===== config.mk =====
export PLATFORM = sky130hd
export DESIGN_NAME = p_round
export DESIGN_NICKNAME = d
export VERILOG_FILES = /design/src/rtl/p_round.sv
export SDC_FILE = /design/constraint.sdc
export NUM_CORES = 1
export LEC_CHECK = 0
export ABC_AREA = 1
export BUFFER_PORTS_ARGS = -buffer_cell sky130_fd_sc_hd__buf_2
export CAP_MARGIN = 20
export CORE_ASPECT_RATIO = 1.5
export CORE_MARGIN = 2
export CORE_UTILIZATION = 52
export CTS_CLUSTER_DIAMETER = 50
export DETAILED_ROUTE_END_ITERATION = 8
export PLACE_DENSITY = 0.82
export SYNTH_ARGS = -nofsm -noshare
export SYNTH_HDL_FRONTEND = slang
export SYNTH_SLANG_ARGS = --single-unit

===== constraint.sdc =====
create_clock -name sys_clk -period 1.2 [get_ports sys_clk]
set_input_delay 0 -clock sys_clk [delete_from_list [all_inputs] [get_ports sys_clk]]
set_output_delay 0 -clock sys_clk [all_outputs]
set_load 0.01 [all_outputs]

===== src/rtl/p_round.sv =====
// p_round: one registered round of the PRESENT-80 block cipher.
// Each accepted input is run through addRoundKey, the S-box layer and the
// bit-permutation layer, and the key register takes one key-schedule step.
// The outputs are registered, so the latency is one cycle and a new input
// can be accepted on every cycle.

module p_round (
    input  logic        sys_clk,
    input  logic        rst,
    input  logic        in_valid,
    input  logic [63:0] state,
    input  logic [79:0] keys,
    input  logic [4:0]  round_counter,
    output logic        out_valid,
    output logic [63:0] res,
    output logic [79:0] r_keys
);

    // PRESENT 4-bit S-box
    function automatic logic [3:0] sbox(input logic [3:0] x);
        logic [3:0] y;
        case (x)
            4'h0: y = 4'hC;
            4'h1: y = 4'h5;
            4'h2: y = 4'h6;
            4'h3: y = 4'hB;
            4'h4: y = 4'h9;
            4'h5: y = 4'h0;
            4'h6: y = 4'hA;
            4'h7: y = 4'hD;
            4'h8: y = 4'h3;
            4'h9: y = 4'hE;
            4'hA: y = 4'hF;
            4'hB: y = 4'h8;
            4'hC: y = 4'h4;
            4'hD: y = 4'h7;
            4'hE: y = 4'h1;
            default: y = 4'h2;
        endcase
        return y;
    endfunction

    logic [63:0] add_key;
    logic [63:0] s_out;
    logic [63:0] p_out;
    logic [79:0] k_next;

    // Combinational round: key add, S-box layer, P-layer and key-schedule step
    always_comb begin
        logic [5:0] base;
        logic [5:0] dst;
        add_key = state ^ keys[79:16];

        s_out = '0;
        for (int unsigned i = 0; i < 16; i++) begin
            base = 6'(4 * i);
            s_out[base +: 4] = sbox(add_key[base +: 4]);
        end

        // Bit i moves to (16*i) mod 63; bit 63 is a fixed point.
        p_out = '0;
        for (int unsigned i = 0; i < 63; i++) begin
            dst = 6'((16 * i) % 63);
            p_out[dst] = s_out[6'(i)];
        end
        p_out[63] = s_out[63];

        k_next = {keys[18:0], keys[79:19]};
        k_next[79:76] = sbox(k_next[79:76]);
        k_next[19:15] = k_next[19:15] ^ round_counter;
    end

    // Output registers: capture on in_valid, hold otherwise, clear on reset
    always_ff @(posedge sys_clk) begin
        if (rst) begin
            out_valid <= 1'b0;
            res       <= '0;
            r_keys    <= '0;
        end else begin
            out_valid <= in_valid;
            if (in_valid) begin
                res    <= p_out;
                r_keys <= k_next;
            end
        end
    end

endmodule


==> impl_metrics.json <==
{
  "ys_seq_elements": 145,
  "crit_path_end_kind": "flip-flop",
  "cts_buffer_depth": 2,
  "fin_skew_ns": 0,
  "final_cell_mix": "nand2_1, buf_2, nor2_1",
  "syn_nets": 1590,
  "synth_xor_xnor_area_share_pct": 7.73,
  "grt_max_degree": 60,
  "finalNetCount": 1994,
  "die_x_um": 111,
  "grt_pass1_vias": 10200,
  "tightest_slew_ns": 0.472,
  "drtIter0Drc": 639,
  "maxCapViolCount": 0,
  "dpl_worst_slack_ns": -0.0520,
  "remaining_drc_errors": 0,
  "intPower_mw": 10.3,
  "arrival_ns": 1.44,
  "layout_setup_ws_ns": 0.0676,
  "cts-buffers-inserted": 17,
  "synth_mux_area_share_pct": 0,
  "drive_gt1_share_pct": 23.0,
  "antenna_left": 0,
  "startpoint": "keys[62]",
  "route.met3.wl_mm": 1.69,
  "hpwlAfterDp_mm": 18.4,
  "r2r_slack_ns": 0.43,
  "status": "finished, violations left",
  "synth_area_um2": 9010,
  "grt_use_total_pct": 29.8,
  "holdPathEnd": "r_keys[21]$_SDFFE_PP0P_",
  "powerDensity_nw_per_um2": 1200,
  "first_pass_iters": 7,
  "period_minus_slack_ns": 1.13,
  "critPathMaxFanout": 8,
  "avgRoutedWirePerCell_um": 14.1,
  "r2r-start": "res[13]$_SDFFE_PP0P_",
  "path_class": "input port to flip-flop",
  "final_common_cell": "nand2_1",
  "hold-worst-slack_ns": -0.0107,
  "hp-start": "in_valid",
  "syn2layout_area_growth_pct": 39.5,
  "p_clk_share_pct": 36.6,
  "m1WireLength_mm": 10.7,
  "drv_slew": 0,
  "hold_viol": 2,
  "vias": 10400,
  "cts_sinks": 145,
  "final_area_um2": 12600,
  "io_buffers": 296,
  "fp-row-count": 59,
  "setup_viol": 0,
  "fillers": 1277,
  "yosys_warnings": 0,
  "yosysUniqueCellTypes": 24,
  "synth-compound-area-share_pct": 11.9,
  "synth-simple-area-share_pct": 31.5,
  "cts_tree": "yes",
  "totalWireLength_mm": 28.5,
  "critPathLaunchType": "input port",
  "path_clk_slew_ns": 0.06,
  "placed_cells": 1894,
  "p_seq_share_pct": 35.9,
  "switchingPower_mw": 4.75,
  "violations": "hold timing",
  "die_h_um": 165,
  "grt_remaining_overflow": 0,
  "power_frac_comb_pct": 27.4,
  "holdCritPathClass": "input port to flip-flop",
  "htreeDepth": 4,
  "p_leak_nw": 6.95,
  "fin_cells": 2015,
  "max_freq_mhz": 883,
  "synth_top_family_by_area": "simple AND/OR/NAND/NOR gates",
  "final.setup.tns_ns": 0,
  "insertion_delay_ns": 0.41,
  "top_layer_used": "met4",
  "maxSlewHeadroom_pct": 68.3,
  "finish.utilization_pct": 73.1,
  "synth-seq-area-share_pct": 32.2,
  "antenna_found_initial": 1,
  "finalCritPeriodShare_pct": 94.4,
  "grt_first_pass_wirelength_mm": 45.7,
  "cts_root_buffer": "clkbuf_16",
  "synthAdderAreaFrac_pct": 7.36,
  "worstHoldPathCells": 2,
  "timing.rr.end": "res[13]$_SDFFE_PP0P_",
  "syn_avg_cell_area_um2": 6.51,
  "peakVddDrop_mv": 0.893,
  "cp_data_required_time_ns": 1.50,
  "initial_utilization_pct": 52.4,
  "place_area_um2": 11000,
  "power_mw": 15.0,
  "worstRegToRegCells": 2,
  "viasPerCell": 5.19,
  "coreArea_um2": 17200,
  "p_sw_share_pct": 31.6,
  "syn_inst": 1385,
  "dr_wl_met2_mm": 14.6,
  "fp.dieArea_um2": 18400,
  "gp_congestion": 0.895,
  "pin_count": 297
}
==> Yosys cell counts (all sizes together) <==
| cell type | number | area, um2 |
|---|---|---|
| o21ai | 119 | 596 |
| buf | 32 | 198 |
| or2 | 2 | 12.5 |
| nand2 | 413 | 1570 |
| clkbuf | 16 | 62.6 |
| a31oi | 14 | 87.6 |
| nand3 | 113 | 566 |
| xnor2 | 18 | 158 |
| ha | 53 | 663 |
| inv | 155 | 582 |
| dfxtp | 145 | 2900 |
| a21oi | 49 | 245 |
| nor2 | 184 | 691 |
| o211ai | 19 | 143 |
| xor2 | 53 | 539 |
==> critical path, cell delays in order <==
cell	delay, ns
dlygate4sd3_1	0.53
buf_2	0.13
inv_1	0.06
nand2_1	0.06
nand2_2	0.15
inv_1	0.13
nand2_1	0.13
nand3_1	0.08
nand2_1	0.10
a21oi_1	0.07
==> power groups by stage <==
stage,Combinational [mW],Clock (mW),Sequential [mW]
4_1_cts,4.01,5.58,5.39
3_3_place_gp,3.63,0,5.47
2_1_floorplan,2.09,0,5.68
6_report,4.12,5.50,5.40
3_5_place_dp,3.72,0,5.49
5_1_grt,4.62,5.75,5.44
==> state kept, by name, indices dropped and copies added, names as in the netlist <==
name       flops
r_keys        80
res           64
out_valid      1
==> layout make-up <==
type / instances / area, um2 / area share (%)
flip-flops and latches: 145 / 2900 / 23.1
well taps: 213 / 267 / 2.12
clock inverters: 12 / 159 / 1.26
repair buffers: 433 / 2860 / 22.7
multi-input cells: 1037 / 5360 / 42.6
inverters: 155 / 582 / 4.63
clock buffers: 19 / 443 / 3.52
diodes: 1 / 2.50 / 0.0199
==> cells by family (layout without fill, tap and decap cells) <==
logic type                 after synthesis  count (layout)
DFF                                    145             145
and+or+nand+nor                        712             712
adders and majority gates               53              53
buffers and inverters                  203             619
AOI/OAI and AO/OA                      201             201
xor gates and xnor gates                71              71
other                                    0               1
==> how the worst max path moves through the flow <==
stage | cells after the start | end | slack (ns)
2_1_floorplan | 7 | res[54]$_SDFFE_PP0P_ | 0.13
3_5_place_dp | 10 | res[41]$_SDFFE_PP0P_ | -0.05
3_3_place_gp | 10 | res[41]$_SDFFE_PP0P_ | -0.02
4_1_cts | 6 | r_keys[17]$_SDFFE_PP0P_ | 0.009
5_1_grt | 10 | res[30]$_SDFFE_PP0P_ | -0.03
6_report | 10 | res[43]$_SDFFE_PP0P_ | 0.07
==> repair_timing <==
item,in CTS,in global routing
hold buffers,96,0
endpoints found under the hold margin,89,0
gates resized for setup,0,29
setup buffers,0,0
endpoints found under the setup margin,0,40
==> routing by layer <==
metal	track usage, %	vias up
li1	-	5183
met1	30.5	4732
met2	55.1	413
met3	6.79	120
met4	18.5	0
met5	0	-
Note: power is estimated with default switching activity, not from simulation.
